`src/rtl/ps2_hack_kbd.sv`:
```
// ps2_hack_kbd: turns hps_io ps2_key events into the Hack KBD word.
// Three-stage pipeline: event capture and modifier tracking, translation,
// then apply to the held-key / kbd state.
module ps2_hack_kbd #(
  parameter bit CAPS_LOCK_EN = 1'b1,
  parameter int KBD_W        = 16
) (
  input  logic             clk,
  input  logic             reset,
  input  logic [10:0]      ps2_key,
  output logic [KBD_W-1:0] kbd,
  output logic             kbd_changed,
  output logic             caps
);

  // Stage 0: event capture and modifier state
  logic       prev_toggle_reg;
  logic       ev0_valid_reg;
  logic       ev0_press_reg;
  logic       ev0_ext_reg;
  logic [7:0] ev0_scan_reg;
  logic       shift_l_reg;
  logic       shift_r_reg;
  logic       caps_reg;

  // Stage 1: translated event
  logic       ev1_valid_reg;
  logic       ev1_press_reg;
  logic [8:0] ev1_key_reg;
  logic [8:0] ev1_code_reg;

  // Stage 2: visible state
  logic [8:0] kbd_reg;
  logic       kbd_changed_reg;
  logic       held_valid_reg;
  logic [8:0] held_key_reg;

  logic       toggle_evt;
  logic       shift;
  logic       upper;
  logic [7:0] letter;
  logic [7:0] fixed_code;
  logic [7:0] plain;
  logic [7:0] shifted;
  logic [8:0] code_next;

  assign toggle_evt = ps2_key[10] ^ prev_toggle_reg;
  assign shift      = shift_l_reg | shift_r_reg;
  assign upper      = shift ^ (caps_reg & CAPS_LOCK_EN);

  // Detect a new event, latch it, and update modifiers immediately so the
  // next event translated already sees them.
  always_ff @(posedge clk) begin
    if (reset) begin
      prev_toggle_reg <= ps2_key[10];
      ev0_valid_reg   <= 1'b0;
      shift_l_reg     <= 1'b0;
      shift_r_reg     <= 1'b0;
      caps_reg        <= 1'b0;
    end else begin
      ev0_valid_reg <= toggle_evt;
      if (toggle_evt) begin
        prev_toggle_reg <= ps2_key[10];
        ev0_press_reg   <= ps2_key[9];
        ev0_ext_reg     <= ps2_key[8];
        ev0_scan_reg    <= ps2_key[7:0];
        if (!ps2_key[8] && ps2_key[7:0] == 8'h12) shift_l_reg <= ps2_key[9];
        if (!ps2_key[8] && ps2_key[7:0] == 8'h59) shift_r_reg <= ps2_key[9];
        if (CAPS_LOCK_EN && ps2_key[9] && ps2_key[7:0] == 8'h58) caps_reg <= ~caps_reg;
      end
    end
  end

  // Scancode lookup: letters follow shift^caps, shifted symbols follow shift
  // only, fixed codes ignore modifiers.
  always_comb begin
    letter     = 8'h00;
    fixed_code = 8'h00;
    plain      = 8'h00;
    shifted    = 8'h00;
    if (!ev0_ext_reg) begin
      case (ev0_scan_reg)
        8'h1C: letter = 8'h61;  8'h32: letter = 8'h62;  8'h21: letter = 8'h63;
        8'h23: letter = 8'h64;  8'h24: letter = 8'h65;  8'h2B: letter = 8'h66;
        8'h34: letter = 8'h67;  8'h33: letter = 8'h68;  8'h43: letter = 8'h69;
        8'h3B: letter = 8'h6A;  8'h42: letter = 8'h6B;  8'h4B: letter = 8'h6C;
        8'h3A: letter = 8'h6D;  8'h31: letter = 8'h6E;  8'h44: letter = 8'h6F;
        8'h4D: letter = 8'h70;  8'h15: letter = 8'h71;  8'h2D: letter = 8'h72;
        8'h1B: letter = 8'h73;  8'h2C: letter = 8'h74;  8'h3C: letter = 8'h75;
        8'h2A: letter = 8'h76;  8'h1D: letter = 8'h77;  8'h22: letter = 8'h78;
        8'h35: letter = 8'h79;  8'h1A: letter = 8'h7A;
        8'h16: begin plain = 8'h31; shifted = 8'h21; end
        8'h1E: begin plain = 8'h32; shifted = 8'h40; end
        8'h26: begin plain = 8'h33; shifted = 8'h23; end
        8'h25: begin plain = 8'h34; shifted = 8'h24; end
        8'h2E: begin plain = 8'h35; shifted = 8'h25; end
        8'h36: begin plain = 8'h36; shifted = 8'h5E; end
        8'h3D: begin plain = 8'h37; shifted = 8'h26; end
        8'h3E: begin plain = 8'h38; shifted = 8'h2A; end
        8'h46: begin plain = 8'h39; shifted = 8'h28; end
        8'h45: begin plain = 8'h30; shifted = 8'h29; end
        8'h4E: begin plain = 8'h2D; shifted = 8'h5F; end
        8'h55: begin plain = 8'h3D; shifted = 8'h2B; end
        8'h54: begin plain = 8'h5B; shifted = 8'h7B; end
        8'h5B: begin plain = 8'h5D; shifted = 8'h7D; end
        8'h5D: begin plain = 8'h5C; shifted = 8'h7C; end
        8'h4C: begin plain = 8'h3B; shifted = 8'h3A; end
        8'h52: begin plain = 8'h27; shifted = 8'h22; end
        8'h41: begin plain = 8'h2C; shifted = 8'h3C; end
        8'h49: begin plain = 8'h2E; shifted = 8'h3E; end
        8'h4A: begin plain = 8'h2F; shifted = 8'h3F; end
        8'h0E: begin plain = 8'h60; shifted = 8'h7E; end
        8'h29: fixed_code = 8'd32;
        8'h5A: fixed_code = 8'd128;
        8'h66: fixed_code = 8'd129;
        8'h76: fixed_code = 8'd140;
        8'h05: fixed_code = 8'd141;  8'h06: fixed_code = 8'd142;
        8'h04: fixed_code = 8'd143;  8'h0C: fixed_code = 8'd144;
        8'h03: fixed_code = 8'd145;  8'h0B: fixed_code = 8'd146;
        8'h83: fixed_code = 8'd147;  8'h0A: fixed_code = 8'd148;
        8'h01: fixed_code = 8'd149;  8'h09: fixed_code = 8'd150;
        8'h78: fixed_code = 8'd151;  8'h07: fixed_code = 8'd152;
        default: ;
      endcase
    end else begin
      case (ev0_scan_reg)
        8'h6B: fixed_code = 8'd130;  8'h75: fixed_code = 8'd131;
        8'h74: fixed_code = 8'd132;  8'h72: fixed_code = 8'd133;
        8'h6C: fixed_code = 8'd134;  8'h69: fixed_code = 8'd135;
        8'h7D: fixed_code = 8'd136;  8'h7A: fixed_code = 8'd137;
        8'h70: fixed_code = 8'd138;  8'h71: fixed_code = 8'd139;
        8'h5A: fixed_code = 8'd128;
        default: ;
      endcase
    end
    if (letter != 8'h00)          code_next = {1'b0, upper ? (letter - 8'd32) : letter};
    else if (fixed_code != 8'h00) code_next = {1'b0, fixed_code};
    else                          code_next = {1'b0, shift ? shifted : plain};
  end

  // Stage 1 register: carry the translated code forward with its key identity.
  always_ff @(posedge clk) begin
    if (reset) begin
      ev1_valid_reg <= 1'b0;
    end else begin
      ev1_valid_reg <= ev0_valid_reg;
      ev1_press_reg <= ev0_press_reg;
      ev1_key_reg   <= {ev0_ext_reg, ev0_scan_reg};
      ev1_code_reg  <= code_next;
    end
  end

  // Apply: a mapped press takes over kbd, only the latest held key's
  // release clears it; the pulse fires only on a real value change.
  always_ff @(posedge clk) begin
    if (reset) begin
      kbd_reg         <= 9'd0;
      kbd_changed_reg <= 1'b0;
      held_valid_reg  <= 1'b0;
      held_key_reg    <= 9'd0;
    end else begin
      kbd_changed_reg <= 1'b0;
      if (ev1_valid_reg) begin
        if (ev1_press_reg) begin
          if (ev1_code_reg != 9'd0) begin
            kbd_reg         <= ev1_code_reg;
            held_valid_reg  <= 1'b1;
            held_key_reg    <= ev1_key_reg;
            kbd_changed_reg <= (ev1_code_reg != kbd_reg);
          end
        end else if (held_valid_reg && held_key_reg == ev1_key_reg) begin
          kbd_reg         <= 9'd0;
          held_valid_reg  <= 1'b0;
          kbd_changed_reg <= (kbd_reg != 9'd0);
        end
      end
    end
  end

  // Zero-extend the 9-bit code to the configured output width.
  genvar gi;
  generate
    for (gi = 0; gi < KBD_W; gi++) begin : g_kbd
      if (gi < 9) begin : g_code
        assign kbd[gi] = kbd_reg[gi];
      end else begin : g_zero
        assign kbd[gi] = 1'b0;
      end
    end
  endgenerate

  assign kbd_changed = kbd_changed_reg;
  assign caps        = caps_reg;

endmodule
```
`config.mk`:
```
export PLATFORM = sky130hd
export DESIGN_NAME = ps2_hack_kbd
export DESIGN_NICKNAME = d
export VERILOG_FILES = /design/src/rtl/ps2_hack_kbd.sv
export SDC_FILE = /design/constraint.sdc
export NUM_CORES = 1
export LEC_CHECK = 0
export ABC_AREA = 0
export ABC_CLOCK_PERIOD_IN_PS = 7800
export BUFFER_PORTS_ARGS = -buffer_cell sky130_fd_sc_hd__buf_2
export CAP_MARGIN = 20
export CORE_ASPECT_RATIO = 1.25
export CORE_UTILIZATION = 35
export CTS_CLUSTER_SIZE = 30
export DETAILED_ROUTE_END_ITERATION = 10
export HOLD_SLACK_MARGIN = 0.06
export PLACE_DENSITY = 0.56
export SYNTH_ARGS = -nofsm -noshare
export SYNTH_HDL_FRONTEND = slang
export SYNTH_SLANG_ARGS = --single-unit
export TNS_END_PERCENT = 10
```
`constraint.sdc`:
```
create_clock -name clk -period 7.8 [get_ports clk]
set_clock_uncertainty 0.05 [all_clocks]
set_input_delay 0.78 -clock clk [delete_from_list [all_inputs] [get_ports clk]]
set_output_delay 0.78 -clock clk [all_outputs]
set_load 0.05 [all_outputs]
```
### After elaboration in Yosys (flattened, before gate mapping)

Index checks and enable logic that the tools add are counted.

* input port bits: 13
* register bits after elaboration: 55
* output and inout port bits: 18
* word-level logic and storage cells: 145

* bitwise logic cells: 6
* eq/ne operators: 79
* reductions and logical operators: 18
* add/subtract/negate cells: 1
* multiplexer cells: 24

Operators with widths (number)
* one-hot mux 7 bit (21 select lines): 2
* == test 8 x 7 -> 1 bit (second input constant): 33
* == test 8 x 6 -> 1 bit (second input constant): 23
* one-hot mux 7 bit (26 select lines): 1
* one-hot mux 8 bit (16 select lines): 1
* one-hot mux 8 bit (11 select lines): 1
* == test 8 x 5 -> 1 bit (second input constant): 8
* == test 8 x 4 -> 1 bit (second input constant): 5
* 2-to-1 mux 8 bit: 5
* == test 8 x 3 -> 1 bit (second input constant): 4
* 2-to-1 mux 9 bit: 3
* 2-to-1 mux 7 bit: 3
* nonzero test 9 bit: 2
* nonzero test 8 bit: 2
* == test 9 bit: 1
* != test 9 bit: 1
* == test 8 x 1 -> 1 bit (second input constant): 1
* == test 8 x 2 -> 1 bit (second input constant): 1
* == test 8 bit (second input constant): 1
* 2-to-1 mux 1 bit: 8
* AND reduction 2 bit: 4
* subtractor 8 x 6 -> 8 bit (second input constant): 1
* AND reduction 3 bit: 2
* logical AND 1 bit: 4
* 7 further kinds: 11

### Depth between registers and ports, before layout

* depth in word-level cells: 6
* depth in mapped cells: 11
* gate-level depth less buffers: 9

### Worst setup path after synthesis

No wires, ideal clock.

* path type: flip-flop to flip-flop
* start: register ev0_scan_reg[4]
* end: register ev1_code_reg[5] (data pin)
* data required time: 7.484 ns
* clock period less this slack: 2.531 ns
* library setup time: 0.266 ns
* data arrival time: 2.215 ns
* path slack: 5.269 ns
* stages on the path, launching flop included: 11
* path buffers: 2
* cells stage by stage: edfxtp_1 -> or4b_1 -> buf_2 -> nor2_2 -> a31oi_1 -> a41o_1 -> buf_2 -> ha_1 -> inv_1 -> nor2_1 -> a31oi_1

* word-level cells in the longest chain between the ends: 6
* elaborated cells on any way between the ends: 89
* those cells by class: 1 x add/sub; 73 x eq/ne; 13 x mux; 2 x reduce/logical

RTL lines
* start: declaration: line 21 `logic [7:0] ev0_scan_reg;`
* start signal: assignment: line 66 `ev0_scan_reg <= ps2_key[7:0];`
* == test 8 x 5 -> 1 bit (tied with other cells): line 82 `case (ev0_scan_reg)`
* one-hot mux 7 bit (26 select lines) (tied with other cells): line 82
* 2-to-1 mux 7 bit or 2-to-1 mux 8 bit (tied branches): line 81 `if (!ev0_ext_reg) begin`
* subtractor 8 x 6 -> 8 bit (tied with other cells): line 136 `if (letter != 8'h00) code_next = {1'b0, upper ? (letter - 8'd32) : letter};`
* 2-to-1 mux 8 bit (on tied branches): line 136, 137
* 2-to-1 mux 8 bit (*): line 136
* net code_next[5]: line 45 `logic [8:0] code_next;`
* end signal: assignment: line 149 `ev1_code_reg <= code_next;`
* end: declaration: line 30 `logic [8:0] ev1_code_reg;`

Mark *: on every way through the listed nets, which the timed path passes. The rest lies on a longest branch.
A chain may end at the register's enable or synchronous reset.

### Worst setup path in the final report

* start: register ev0_scan_reg[5]
* end: register ev1_code_reg[5] (data pin)

Same word-level chain as after synthesis.

==> key figures <==
CTS
  • Post-CTS Hold Buffers: 0
  • CTS max path bufs: 2
  • CTS tree: done
  • Clock slew at reported path FFs: 0.07 ns
  • Root Driver: clkbuf_16
  • Htree depth: 2
  • Later-pin clock latency in the skew report: 0.29 ns
  • CTS Buf Count: 5
  • CTS sink count: 53
  • Setup Fix Bufs, Post-CTS: 0
  • CTS resizes: 0

Critical path
  • Largest fanout on the critical path: 23
  • Crit. End Element: flop
  • WP data arrival: 3.35 ns
  • FF-to-FF setup slack: 4.53 ns
  • Worst EP required: 7.88 ns
  • Worst setup path class: reg2reg
  • RR Startpoint: ev0_scan_reg[5]$_DFFE_PP_
  • R2r worst-path depth: 10
  • Setup crit start kind: flop
  • Reg2reg end: ev1_code_reg[5]$_DFFE_PN_

Cells and area
  • Final core occ: 39.4%
  • Area growth, synth to finish: 8.19%
  • # nets final: 470
  • Number of fill cells: 1057
  • Reg area: 1350 µm²
  • Ant. Diodes: 0
  • Fraction of layout cells with a size suffix above 1: 9.43%
  • Area occupied by multi-input gates: 2140 µm²

Timing
  • Clock period minus worst slack: 3.27 ns
  • RSZ-0062 raised after global routing: false
  • Max Freq: 306 MHz
  • Max-slew headroom: 46.5%
  • Tightest Pin Transition: 0.800 ns
  • Pins over their slew limit: 0
  • Final hold vios: 0
  • # setup viols final: 0
  • Final worst-path cycle share: 41.9%
  • Setup TNS: 0 ns

Power
  • Switching power: 191 µW
  • Peak VDD IR: 106 µV
  • Power per cell area: 172 nW/µm²
  • Total power: 686 µW
  • Seq pwr share: 47.5%
  • Sw Share: 27.8%
  • Comb pwr share: 16.5%
  • Clock share of power: 36.0%
  • Pint: 495 µW
  • LEAKAGE: 1.32 nW

Drt
  • Vias per cell: 6.17
  • Final WL: 11100 µm
  • Drt wl/cell: 19.0 µm
  • Total number of vias: 3612
  • Residual DRC count: 0
  • Iteration-0 DRC count of the detailed router: 273
  • DRT antenna net count: 0
  • Pre-Repair DR Iteration Count: 5

Synth
  • Yosys cell types: 66
  • Number of synthesized flops with an enable pin: 29
  • Avg Inst Size Synth: 8.14 µm²
  • Synthesis Warnings: 0
  • Simple-Gate Fraction of Synth Area: 28.4%
  • Post-synth top area cell: edfxtp_1
  • Sequential cell area fraction in the yosys report: 36.6%
  • Multiplexer share of the synthesized area: 1.08%
  • Async SR Flop Fraction: 0%
  • Adder-cell share of the synthesized area: 0.677%
  • Synth Area in Compound Gates: 21.2%
  • Post-Synthesis Cells: 454
  • Cell Area, Synth: 3690 µm²
  • Top_reg_cell synth: edfxtp_1
  • Main combinational cell family by area after synthesis: simple AND/OR/NAND/NOR gates
  • Synth top cells by count: nand2_1, a21oi_1, nor2_1, edfxtp_1, dfxtp_1
  • Area fraction of the dominant cell type after synthesis: 23.6%
  • Post-synthesis register bit count: 53
  • Most frequent cell after synthesis: nand2_1
  • Synth top area cells: edfxtp_1, dfxtp_1, nand2_1
  • Xor/xnor share of the synthesized area: 5.69%

Worst hold path
  • Critical hold path startpoint: ev0_press_reg$_DFFE_PP_
  • Hold path depth: 0
  • Hold WC Path Type: reg2reg
  • WHS Endpoint: ev1_press_reg$_DFFE_PN_

Run
  • Max cap viols: 0

Placed design
  • RePlAce Congestion: 1.01
  • Post-DP HPWL: 7690 µm
  • Input/output buffers: 22

Global routing
  • Number of global-route vias before repair: 3377
  • Initial antenna violation count: 0
  • Grt ovf: 0
  • First-pass GRT wire length: 17900 µm
  • Largest net degree at the start of global routing: 46
  • GRT Overall Usage: 21.1%

Floorplanning
  • Initial core utilization: 36.4%
  • Die width: 93.9 µm
  • Num rows: 41
  • Die height: 117 µm
  • I/O pin count: 31
  • Die Area: 11000 µm²
  • Core region area: 10200 µm²

Run status
  • Outcome: complete, no violations
-- cells by family after synthesis --
| group | Yosys count |
|---|---|
| AND/OR/NAND/NOR | 201 |
| AO/OA/AOI/OAI | 121 |
| flip-flops | 53 |
| buffers and inverters | 48 |
| XOR/XNOR | 24 |
| multiplexers | 4 |
| adder cells (fa/ha/maj) | 2 |
| other | 1 |
-- metal layers --
metal	part of all wire [%]	vias up	track usage, %
met5	0	-	0
met4	5.7	0	12.2
met3	7.3	51	2.39
met2	47	218	35.5
met1	40	1672	26.1
li1	-	1671	-
-- worst max-delay path: stages, from the launching register on --
cell and delay, ns:
edfxtp_1 0.85, nor4b_1 0.16, buf_4 0.23, a22oi_1 0.28, o21ai_0 0.16, nor4_1 0.29, a41o_1 0.52, ha_1 0.31
inv_1 0.05, nor2_1 0.04, a31oi_1 0.16
-- final cells by class --
type | instances | area share (%)
inverter | 7 | 0.657
tap | 129 | 4.04
clock buffer | 6 | 3.22
timing repair buffer | 28 | 3.88
clock inverter | 2 | 0.845
sequential | 53 | 33.8
multi-input combinational | 360 | 53.6
-- power groups by stage --
stage | logic, mW | clock network (mW) | registers (mW)
finish | 0.113 | 0.247 | 0.326
global placement | 0.111 | 0 | 0.331
detailed placement | 0.110 | 0 | 0.332
global route | 0.123 | 0.261 | 0.327
floorplan | 0.0864 | 0 | 0.329
CTS | 0.110 | 0.249 | 0.326
-- through the flow --
stage	cell area, µm²	std cells	hold WS, ns	setup WS, ns
global route	4000	585	0.391	4.33
CTS	4000	585	0.386	4.62
detailed placement	3830	577	0.369	4.64
global placement	3830	577	0.357	4.68
finish	4000	585	0.383	4.53
floorplan	3720	461	0.350	5.27
-- placed cells by master (no fill, tap or decap), types with 3 or more instances in the layout --
master     netlist  layout
a211o_1          3       3
a21oi_1         35      35
a22oi_1          6       6
a31oi_1         13      13
and3_1           4       4
buf_2           15      22
buf_4            8       6
clkbuf_16        0       5
conb_1           1       8
dfxtp_1         24      24
edfxtp_1        29      29
inv_1            6       6
mux2i_1          4       4
nand2_1         57      57
nand2b_1         7       7
nand3_1         18      18
nand3b_1         5       5
nand4_1          8       8
nor2_1          35      35
nor2b_1         10      10
nor3_1          16      16
nor3b_1          5       5
nor4_1          14      14
o2111ai_1        5       5
o211ai_1         3       3
o21ai_0         20      20
o21ai_1          5       5
o22ai_1          6       6
or4_1            3       3
xnor2_1         21      21
xor2_1           3       3
-- worst max-delay path by stage --
stage	from	end	slack, ns
6_report	ev0_scan_reg[5]$_DFFE_PP_	ev1_code_reg[5]$_DFFE_PN_	4.53
5_1_grt	ev0_scan_reg[5]$_DFFE_PP_	ev1_code_reg[5]$_DFFE_PN_	4.33
4_1_cts	ev0_scan_reg[5]$_DFFE_PP_	ev1_code_reg[3]$_DFFE_PN_	4.62
3_5_place_dp	ev0_scan_reg[5]$_DFFE_PP_	ev1_code_reg[3]$_DFFE_PN_	4.64
3_3_place_gp	ev0_scan_reg[5]$_DFFE_PP_	ev1_code_reg[5]$_DFFE_PN_	4.68
2_1_floorplan	ev0_scan_reg[4]$_DFFE_PP_	ev1_code_reg[5]$_DFFE_PN_	5.27
Note: power is estimated with default switching activity, not from simulation.
